[config.mk]
export PLATFORM = sky130hd
export DESIGN_NAME = ptr_sync_multi
export DESIGN_NICKNAME = d
export VERILOG_FILES = /design/src/rtl/ptr_sync_multi.sv
export SDC_FILE = /design/constraint.sdc
export NUM_CORES = 1
export LEC_CHECK = 0
export BUFFER_PORTS_ARGS = -buffer_cell sky130_fd_sc_hd__buf_2
export CAP_MARGIN = 0
export CORE_UTILIZATION = 45
export DETAILED_ROUTE_END_ITERATION = 7
export PLACE_DENSITY_LB_ADDON = 0.12
export SLEW_MARGIN = 15
export SYNTH_ARGS = -nofsm -noshare
export SYNTH_HDL_FRONTEND = slang
export SYNTH_SLANG_ARGS = --single-unit
export TNS_END_PERCENT = 10
[constraint.sdc]
create_clock -name i_clk_out -period 4.44 [get_ports i_clk_out]
set_input_delay 0.666 -clock i_clk_out [delete_from_list [all_inputs] [get_ports i_clk_out]]
set_output_delay 0.666 -clock i_clk_out [all_outputs]
set_load 0.01 [all_outputs]
[src/rtl/ptr_sync_multi.sv]
// Gray-pointer synchroniser with configurable depth, binary decode, advance reporting
// and sticky detection of illegal multi-bit gray jumps.
module ptr_sync_multi #(
    parameter int ADDRBITS = 8,
    parameter int STAGES   = 2
) (
    input  logic                i_clk_out,
    input  logic                i_rst,
    input  logic                i_sync_flush,
    input  logic                i_err_clr,
    input  logic [ADDRBITS:0]   i_ptr_gray,
    output logic [ADDRBITS:0]   o_sync_ptr_gray,
    output logic [ADDRBITS:0]   o_sync_ptr_bin,
    output logic                o_ptr_adv,
    output logic [ADDRBITS:0]   o_adv_delta,
    output logic                o_gray_err
);

    localparam int PW = ADDRBITS + 1;

    if (STAGES < 2 || STAGES > 4) begin : g_bad_stages
        $error("ptr_sync_multi: STAGES must be in 2..4");
    end

    logic [PW-1:0] r_sync [STAGES];
    logic [PW-1:0] r_prev_gray;
    logic [PW-1:0] r_bin;
    logic [PW-1:0] r_delta;
    logic          r_adv;
    logic          r_err;

    logic [PW-1:0] w_gray;
    logic [PW-1:0] w_bin;
    logic [PW-1:0] w_diff;
    logic          w_multi;

    assign w_gray = r_sync[STAGES-1];
    assign w_diff = w_gray ^ r_prev_gray;
    assign w_multi = ($countones(w_diff) > 1);

    // Binary bit i is the XOR of all gray bits at or above i.
    always_comb begin
        w_bin = '0;
        for (int i = 0; i < PW; i++) begin
            w_bin[i] = ^(w_gray >> i);
        end
    end

    always_ff @(posedge i_clk_out or posedge i_rst) begin
        if (i_rst) begin
            for (int i = 0; i < STAGES; i++) begin
                r_sync[i] <= '0;
            end
            r_prev_gray <= '0;
            r_bin       <= '0;
            r_delta     <= '0;
            r_adv       <= 1'b0;
            r_err       <= 1'b0;
        end else if (i_sync_flush) begin
            for (int i = 0; i < STAGES; i++) begin
                r_sync[i] <= '0;
            end
            r_prev_gray <= '0;
            r_bin       <= '0;
            r_delta     <= '0;
            r_adv       <= 1'b0;
            if (i_err_clr) begin
                r_err <= 1'b0;
            end
        end else begin
            r_sync[0] <= i_ptr_gray;
            for (int i = 1; i < STAGES; i++) begin
                r_sync[i] <= r_sync[i-1];
            end
            r_prev_gray <= w_gray;
            r_bin       <= w_bin;
            r_delta     <= w_bin - r_bin;
            r_adv       <= (w_bin != r_bin);
            // A fresh detection outranks a clear on the same edge.
            r_err       <= w_multi | (r_err & ~i_err_clr);
        end
    end

    assign o_sync_ptr_gray = w_gray;
    assign o_sync_ptr_bin  = r_bin;
    assign o_ptr_adv       = r_adv;
    assign o_adv_delta     = r_delta;
    assign o_gray_err      = r_err;

endmodule

# == Yosys cells after proc, flatten, opt, wreduce, memory -nomap -nowiden ==
# Index checks and enable logic that the tools add are counted.
# totals
regBits,47
output_inout_bits,29
elab_cells,39
# classes
addsub,9
order_cmp,1
eq_ne,2
muxes,7
n_bitwise,4
reduce_logical,9
# ops
op,count
$reduce_xor A9 Y1,9
$mux W9,3
$mux W18,1
$ne A9 B9 Y1,1
$sub A9 B9 Y9,1
$xor A9 B9 Y9,1
$add A1 B1 Y2,4
$add A2 B2 Y3,2
$add A4 B1 Y5,1
$gt A5 B1 Y1 const B,1
$add A3 B3 Y4,1
$mux W1,3
$ne A2 B1 Y1 const B,1
$and A1 B1 Y1,1
$not A1 Y1,1
$or A1 B1 Y1,1

# == Longest topological paths before layout ==
# Gate-level depths: netlist of run 1.
# depth
ltp_word,8
ltp_mapped,14
ltp_nobuf,14

# == Least setup slack after synthesis of run 1 ==
# Ideal clock, no wire load.
# synth_timing
path_type,reg-to-reg
from,register r_sync (netlist bit o_sync_ptr_gray[1])
to,register r_err (netlist: o_gray_err)
setup_time_ns,0.138
t_arrival_ns,3.215
required_ns,4.302
path_slack_ns,1.087
stages_incl_launch_ff,11
synth_period_minus_slack_ns,3.353
cell_sequence,dfrtp_1 -> xnor2_1 -> fa_1 -> fa_1 -> fa_1 -> fa_1 -> inv_1 -> fa_1 -> or2_2 -> a21oi_1 -> o22ai_1
# synth_between
elab_chain_len,8
# synth_rtl
element,line,source
from (decl),25,logic [PW-1:0] r_sync [STAGES];
"from (signal, indexed assignment)",73,r_sync[i] <= r_sync[i-1];
$xor A9 B9 Y9,38,assign w_diff = w_gray ^ r_prev_gray;
$add A1 B1 Y2 (implied by the code),39,assign w_multi = ($countones(w_diff) > 1);
$add A2 B2 Y3 (implied by the code),39,
$add A3 B3 Y4 (implied by the code),39,
$add A4 B1 Y5 (implied by the code),39,
$gt A5 B1 Y1,39,
$or A1 B1 Y1,80,r_err <= w_multi | (r_err & ~i_err_clr);
$mux W1,59,end else if (i_sync_flush) begin
to (signal assigned),80,
to (decl),30,logic r_err;
# No other way between the ends.
# A chain may end at the register's enable or synchronous reset.

# == Final worst setup path of run 1 ==
# layout_timing
from,register r_sync (netlist bit o_sync_ptr_gray[3])
to,register r_err (netlist: o_gray_err)
# The elaborated chain is that of the path after synthesis.

==> flow_summary.yaml, run 1 <==
run_status:
  status: "finished clean"
pwr:
  vdd_ir_drop_max_mv: 0.236
  pwr_density_cell_nw_per_um2: 434
  power_leakage_uw: 0.00130
  fin_total_pwr_uw: 1120
global_routing:
  grt_pass1_wl_mm: 5.95
  grt_pass1_vias: 1298
  antenna_found_initial: 0
  grt_usage_pct: 15.1
  grt.overflow.total: 0
  grt_max_degree: 47
yosys:
  synth_area_sq_um: 2270
  syn_area_per_cell_sq_um: 11.5
  synth_top_area_cell: "dfrtp_1"
  ys_top_cells_by_area: "dfrtp_1 (51%), nor2b_1 (9.1%), ha_1 (5.5%)"
  synth_top_area_share_pct: 50.7
  ys_warn_count: 0
  synth.distinct_cells: 31
  synth_nets: 227
  synth-seq-area-share_pct: 50.7
  synthCells: 198
  synth_seq_cells: 46
finish:
  layout_common_cells: "dfrtp_1 (46), buf_2 (41), nor2b_1 (33)"
  nets: 260
  syn_to_final_growth_pct: 13.4
  seq_area_sq_um: 1150
  final_layout_size_suffix_gt1_share_pct: 24.6
  multi_input_area_sq_um: 946
  num_antenna_cells: 0
  nFillCells: 449
  layout_commonest_cell: "dfrtp_1"
worst_setup_path:
  crit_path_end_kind: "flop"
  cp.arrival_ns: 3.63
  critPathLaunchType: "flop"
  critPathRequiredTime_ns: 4.58
  crit_type: "reg2reg"
  path_max_fanout: 5
clock_tree:
  cts_resized: 0
  ctsLongestPathBuffers: 2
  clock-root-buffer: "clkbuf_8"
  cts_buffers: 5
  cts_setup_buffers: 0
  h-tree-depth: 2
  cts_sinks: 46
  cts_tree: "built"
  cts_hold_buffers: 0
  insertion_delay_ns: 0.29
  clkTransAtPathRegs_ns: 0.09
timing:
  timing.setup.tns_ns: 0
  finalCritPeriodShare_pct: 78.4
  slew_headroom_pct: 36.7
  max_freq_mhz: 287
  rsz0062_at_grt: "no"
  worst_slew_pin_slew_ns: 0.948
  slew_violations: 0
  period_minus_slack_ns: 3.48
  final-hold-violation-count: 0
  fin_skew_ns: 0.00490
  setup_viol: 0
detailed_routing:
  via_per_inst: 4.55
  routed_wl_mm: 3.50
  post_drt_wl_per_cell_microns: 11.7
  drtIter0Drc: 32
  drc: 0
  ant_nets: 0
  first_pass_iters: 4
  num_vias: 1361
floorplanning:
  fp.dieArea_sq_um: 5330
  rows: 25
  start_util_pct: 47.5
  die_h_microns: 73.0
  pin_count: 42
  die_x_microns: 73.0
  core_area_sq_um: 4790
worst_hold_path:
  hold_path_class: "reg2reg"
place:
  place.detailed.hpwl_mm: 2.44
  io_buffers: 41
  place.gp.congestion: 0.789
flow_run:
  cap_viol_max_count: 0
[cells by family after synthesis]
family	share of synthesized area [%]
AO/OA/AOI/OAI	5.34
flip-flops	50.7
buffers and inverters	7.66
XOR/XNOR	11.1
adder cells (fa/ha/maj)	10.8
AND/OR/NAND/NOR	14.4
[stage by stage]
step / cell area (sq um) / hold slack, ns / utilization [%] / worst slack (ns) / instances
after floorplan: 2270 / 0.439 / - / 1.09 / 198
after CTS: 2570 / 0.466 / 53.8 / 0.942 / 299
after global placement: 2470 / 0.441 / 51.5 / 0.961 / 291
final: 2570 / 0.464 / 53.8 / 0.958 / 299
after detailed placement: 2470 / 0.446 / 51.5 / 0.956 / 291
after global routing: 2570 / 0.485 / 53.8 / 0.654 / 299
[flip-flops by register name, summed over array words and instances (netlist names)]
| signal | count |
|---|---|
| r_sync | 9 |
| o_ptr_adv | 1 |
| o_sync_ptr_bin | 9 |
| o_adv_delta | 9 |
| r_prev_gray | 8 |
| o_sync_ptr_gray | 9 |
| o_gray_err | 1 |
[cells in the mapped netlist]
cell,number
a211o_1,1
a211oi_1,1
a21boi_0,3
a21o_1,1
a21oi_1,5
and3_1,1
buf_1,2
buf_4,10
clkbuf_1,3
clkinv_2,1
dfrtp_1,46
fa_1,6
ha_1,10
inv_1,20
nand2_1,3
nand3_1,1
nand4_1,2
nor2_1,11
nor2b_1,33
nor3_1,6
nor3b_1,1
o21a_1,2
o21ai_0,4
o22ai_1,1
o32ai_1,1
or2_2,1
xnor2_1,13
xnor2_2,2
xnor2_4,2
xor2_1,4
xor2_2,1
[final timing paths]
path / start / endpoint / slack (ns) / depth (start not counted)
min reg2reg: r_sync[10] / o_sync_ptr_gray[1] / 0.46 / 1
min: r_sync[10] / o_sync_ptr_gray[1] / 0.46 / 1
min in group asynchronous: i_rst / r_sync[12] / 0.58 / 2
max in group asynchronous: i_rst / r_prev_gray[0] / 3.28 / 2
max reg2reg: o_sync_ptr_gray[3] / o_gray_err / 0.96 / 10
max: o_sync_ptr_gray[3] / o_gray_err / 0.96 / 10
[final cells by class]
| class | instances | area share [%] |
|---|---|---|
| clock buffers | 5 | 2.67 |
| clock inverters | 3 | 1.55 |
| inverters | 21 | 3.11 |
| multi-input cells | 116 | 36.7 |
| flip-flops and latches | 46 | 44.7 |
| well taps | 67 | 3.26 |
| repair buffers | 41 | 7.97 |
[routing by layer]
layer  routed length, microns  GRT usage [%]  part of all wire [%]
met1                     1570           19.0                    45
met2                     1730           24.9                    49
met3                      160           4.56                   4.6
met4                       40           4.58                   1.1
met5                        0              0                     0
[worst max-delay path: stages, from the launching register on]
cell,delay (ns)
dfrtp_1,0.46
xnor2_1,0.21
fa_1,0.46
fa_1,0.52
fa_1,0.58
fa_1,0.17
inv_1,0.06
fa_1,0.37
or2_2,0.28
a21oi_1,0.14
o22ai_1,0.09
[power by group]
part | switching (uW) | leakage, uW | internal, uW
registers | 19.6 | 0.000606 | 466
logic | 182 | 0.000635 | 145
clock network | 140 | 0.0000579 | 166
Note: power is estimated with default switching activity, not from simulation.
==> inputs of run 2 (changes only) <==
Clock period 4.44 ns to 2.9 ns, I/O delays scaled along.
==> flow_summary.yaml, run 2 (synthesis gave the netlist of run 1 again) <==
run_status:
  status: "finished, violations left"
  failed_checks: "setup timing"
clock_tree:
  cts_hold_buffers: 0
  cts_buffers: 5
  cts_tree: "built"
  cts_sinks: 46
  insertion_delay_ns: 0.30
  clkTransAtPathRegs_ns: 0.09
  clock-root-buffer: "clkbuf_8"
  h-tree-depth: 2
  ctsLongestPathBuffers: 2
  cts_setup_buffers: 0
worst_setup_path:
  critPathLaunchType: "flop"
  cp.arrival_ns: 3.34
  path_max_fanout: 2
  rr_worst_depth: 9
  crit_chain: "xnor2_2 -> fa_1 -> fa_1 -> fa_1 -> fa_2 -> inv_2 -> fa_2 -> a21oi_2 -> o22ai_1"
  critPathMaxStageDelay_ns: 0.55
  cpMaxStageDelayCell: "fa_1"
  crit_path_frequent_cell: "fa_1"
  crit_path_end_kind: "flop"
  crit_type: "reg2reg"
  critPathRequiredTime_ns: 3.05
detailed_routing:
  routed_wl_mm: 3.52
  ant_nets: 0
  first_pass_iters: 4
  num_vias: 1429
  drtIter0Drc: 42
  via_per_inst: 4.48
  drc: 0
  post_drt_wl_per_cell_microns: 11.0
global_routing:
  grt_usage_pct: 15.6
  grt.overflow.total: 0
  globalRouteMet3Util_pct: 4.70
  grt_pass1_vias: 1437
  busiest_layer: "met2"
  grt_max_degree: 47
  use_met2_pct: 28.2
  antenna_found_initial: 0
  grt.met1_usage_pct: 17.0
  grt_pass1_wl_mm: 6.11
place:
  place.gp.congestion: 0.843
  place_area_sq_um: 2640
  io_buffers: 41
  place.detailed.hpwl_mm: 2.51
pwr:
  fin_total_pwr_uw: 1750
  vdd_ir_drop_max_mv: 0.300
  pwr_density_cell_nw_per_um2: 630
  power_leakage_uw: 0.00140
finish:
  syn_to_final_growth_pct: 22.3
  layout_common_cells: "dfrtp_1 (45), buf_2 (41), nor2b_1 (32)"
  layout_commonest_cell: "dfrtp_1"
  final_layout_size_suffix_gt1_share_pct: 36.5
  num_antenna_cells: 0
  postLayoutCellArea_sq_um: 2780
  fin_util_pct: 58.0
  nets: 280
timing:
  worst_slew_pin_slew_ns: 0.925
  slew_violations: 0
  fin_skew_ns: 0.00821
  slew_headroom_pct: 38.2
  final-hold-violation-count: 0
  max_freq_mhz: 314
  rsz0062_at_grt: "yes"
  finalCritPeriodShare_pct: 110
  setup_viol: 2
  timing.setup.tns_ns: -0.389
  worst_slack_ns: -0.286
  fin_hold_ws_ns: 0.324
  period_minus_slack_ns: 3.19
worst_hold_path:
  hold_path_class: "in2reg"
  min_path_cells: 2
floorplanning:
  die_h_microns: 73.0
  fp.dieArea_sq_um: 5330
  core_area_sq_um: 4790
  pin_count: 42
  start_util_pct: 47.5
  die_x_microns: 73.0
  rows: 25
flow_run:
  cap_viol_max_count: 0
## run 2: cell count changes in the layout (fill, tap and decap cells not counted), sizes merged
cell      previous run  this run
bufinv               1         0
clkbuf               5         6
clkinv               3         2
buf                 41        61
clkinvlp             0         1
## run 2: stage by stage
step	setup slack [ns]	instances
after detailed placement	-0.310	311
final	-0.286	319
after global placement	-0.263	311
after floorplan	-0.232	198
after CTS	-0.312	319
after global routing	-0.432	319
## run 2: repair_timing
action                     4_1_cts  5_1_grt
hold endpoints to repair         0        0
setup endpoints to repair        5        6
pin swaps                        3        0
gates resized for setup          6        6
## run 2: path summary, 6_finish.rpt
path                                     from                  to  slack [ns]
setup / recovery           o_sync_ptr_gray[3]          o_gray_err       -0.29
hold reg to reg                    r_sync[10]  o_sync_ptr_gray[1]        0.46
hold / removal                      i_err_clr          o_gray_err        0.32
setup reg to reg           o_sync_ptr_gray[3]          o_gray_err       -0.29
max in group asynchronous               i_rst  o_sync_ptr_gray[3]        1.94
min in group asynchronous               i_rst           r_sync[9]        0.34
## run 2: power by group
part | total [uW] | leakage (uW) | switching, uW | internal [uW]
registers | 741 | 0.000604 | 28.0 | 713
clock network | 401 | 0.0000472 | 210 | 192
logic | 608 | 0.000748 | 312 | 295
total | 1750 | 0.00140 | 550 | 1200
## run 2: critical path: cells and delay by family, from the launching register on
kind	cells	cell delay, ns
adders and majority gates	5	2.21
DFF	1	0.43
AOI/OAI and AO/OA	2	0.19
xor gates and xnor gates	1	0.15
buffers and inverters	1	0.07
## run 2: cell type report
cell class | count | area (sq um)
clock buffer | 6 | 82.6
clock inverter | 2 | 12.5
fill | 434 | 2010
inverter | 21 | 80.1
multi-input combinational | 116 | 1010
sequential | 46 | 1150
tap | 67 | 83.8
timing repair buffer | 61 | 355
## run 2: layer usage
layer	share of wire, %	wire, microns
met1	43	1510
met2	51	1790
met3	4.4	154
met4	1.7	61
met5	0	0
==> inputs of run 3 (changes only) <==
Settings changed: SKIP_LAST_GASP set to 1.
==> flow_summary.yaml, run 3 (synthesis gave the netlist of run 1 again) <==
clock_tree:
  cts_buffers: 5
  cts_sinks: 46
  insertion_delay_ns: 0.30
  h-tree-depth: 2
  ctsLongestPathBuffers: 2
  clock-root-buffer: "clkbuf_8"
  clkTransAtPathRegs_ns: 0.09
  cts_tree: "built"
  cts_hold_buffers: 0
worst_setup_path:
  critPathLaunchType: "flop"
  crit_chain: "xnor2_2 -> fa_1 -> fa_1 -> fa_1 -> fa_2 -> inv_2 -> fa_2 -> a21oi_2 -> o22ai_1"
  worst-path-buf-inv: 1
  crit_type: "reg2reg"
  path_max_fanout: 2
  crit_path_frequent_cell: "fa_1"
  cpMaxStageDelayCell: "fa_1"
  crit_path_end_kind: "flop"
  critPathTopFamily: "adder cells"
  critPathMaxStageDelay_ns: 0.55
  cp.arrival_ns: 3.33
  critPathRequiredTime_ns: 3.05
detailed_routing:
  drtIter0Drc: 46
  ant_nets: 0
  via_per_inst: 4.43
  drc: 0
  post_drt_wl_per_cell_microns: 10.9
  num_vias: 1419
  routed_wl_mm: 3.47
  first_pass_iters: 3
timing:
  finalCritPeriodShare_pct: 110
  timing.setup.tns_ns: -0.406
  slew_violations: 0
  rsz0062_at_grt: "yes"
  slew_headroom_pct: 38.0
  worst_slack_ns: -0.282
  period_minus_slack_ns: 3.18
  fin_skew_ns: 0.00837
  worst_slew_pin_slew_ns: 0.928
  final-hold-violation-count: 0
  setup_viol: 4
  max_freq_mhz: 314
global_routing:
  grt_max_degree: 47
  grt_pass1_vias: 1418
  antenna_found_initial: 0
  grt_pass1_wl_mm: 6.03
  grt_usage_pct: 15.5
  grt.overflow.total: 0
place:
  io_buffers: 41
  dp_slack_ns: -0.310
  placed_cells: 311
  place.detailed.hpwl_mm: 2.51
  place.gp.congestion: 0.843
floorplanning:
  rows: 25
  start_util_pct: 47.5
  die_h_microns: 73.0
  fp.dieArea_sq_um: 5330
  core_area_sq_um: 4790
  pin_count: 42
  die_x_microns: 73.0
worst_hold_path:
  hold_path_class: "in2reg"
finish:
  final_layout_size_suffix_gt1_share_pct: 33.6
  nFillCells: 433
  stdcell_count: 320
  fin_util_pct: 57.4
  nets: 281
  layout_commonest_cell: "dfrtp_1"
  num_antenna_cells: 0
  layout_common_cells: "dfrtp_1 (45), buf_2 (41), nor2b_1 (33)"
  syn_to_final_growth_pct: 20.9
pwr:
  vdd_ir_drop_max_mv: 0.301
  pwr_density_cell_nw_per_um2: 622
  power_leakage_uw: 0.00139
flow_run:
  cap_viol_max_count: 0
run_status:
  failed_checks: "setup timing"
  status: "finished, violations left"
==> run 3: timing repair <==
action | in CTS | in global routing
resized for setup | 0 | 3
pin swaps | 0 | 2
setup buffers | 0 | 1
hold endpoints to repair | 0 | 0
endpoints found under the setup margin | 5 | 6
gates cloned | 0 | 0
==> run 3: final timing paths <==
check                              startpoint  slack, ns            endpoint  cells past startpoint
min reg2reg                        r_sync[10]       0.46  o_sync_ptr_gray[1]                      1
min in group asynchronous               i_rst       0.34   o_sync_ptr_bin[4]                      2
max reg2reg                o_sync_ptr_gray[3]      -0.28          o_gray_err                      9
max in group asynchronous               i_rst       1.93  o_sync_ptr_gray[3]                      2
max                        o_sync_ptr_gray[3]      -0.28          o_gray_err                      9
min                                 i_err_clr       0.32          o_gray_err                      2
==> run 3: metrics by stage <==
step	hold slack (ns)	power (uW)	area, sq um
3_5_place_dp	0.449	1320	2640
4_1_cts	0.321	1730	2740
6_report	0.324	1710	2750
3_3_place_gp	0.442	1310	2640
2_1_floorplan	0.438	1140	2300
5_1_grt	0.332	1840	2750
==> run 3: cell type report <==
class                   instances  area (sq um)  area share [%]
clock inverters                 2          12.5           0.456
well taps                      67          83.8            3.05
repair buffers                 62           363            13.2
clock buffers                   6          82.6            3.01
inverters                      21          80.1            2.92
flip-flops and latches         46          1150            42.0
multi-input cells             116           972            35.4
==> run 3: metal layers <==
layer  GRT usage, %  share of wire, %
met5              0                 0
met4           6.54               1.8
met3           4.70               4.4
met1           16.8                43
met2           27.8                51
==> run 3: power by group <==
part | total, uW | leakage (uW) | switching, uW | internal, uW
combinational | 566 | 0.000741 | 290 | 276
sequential | 741 | 0.000604 | 27.7 | 713
clock | 401 | 0.0000472 | 210 | 192
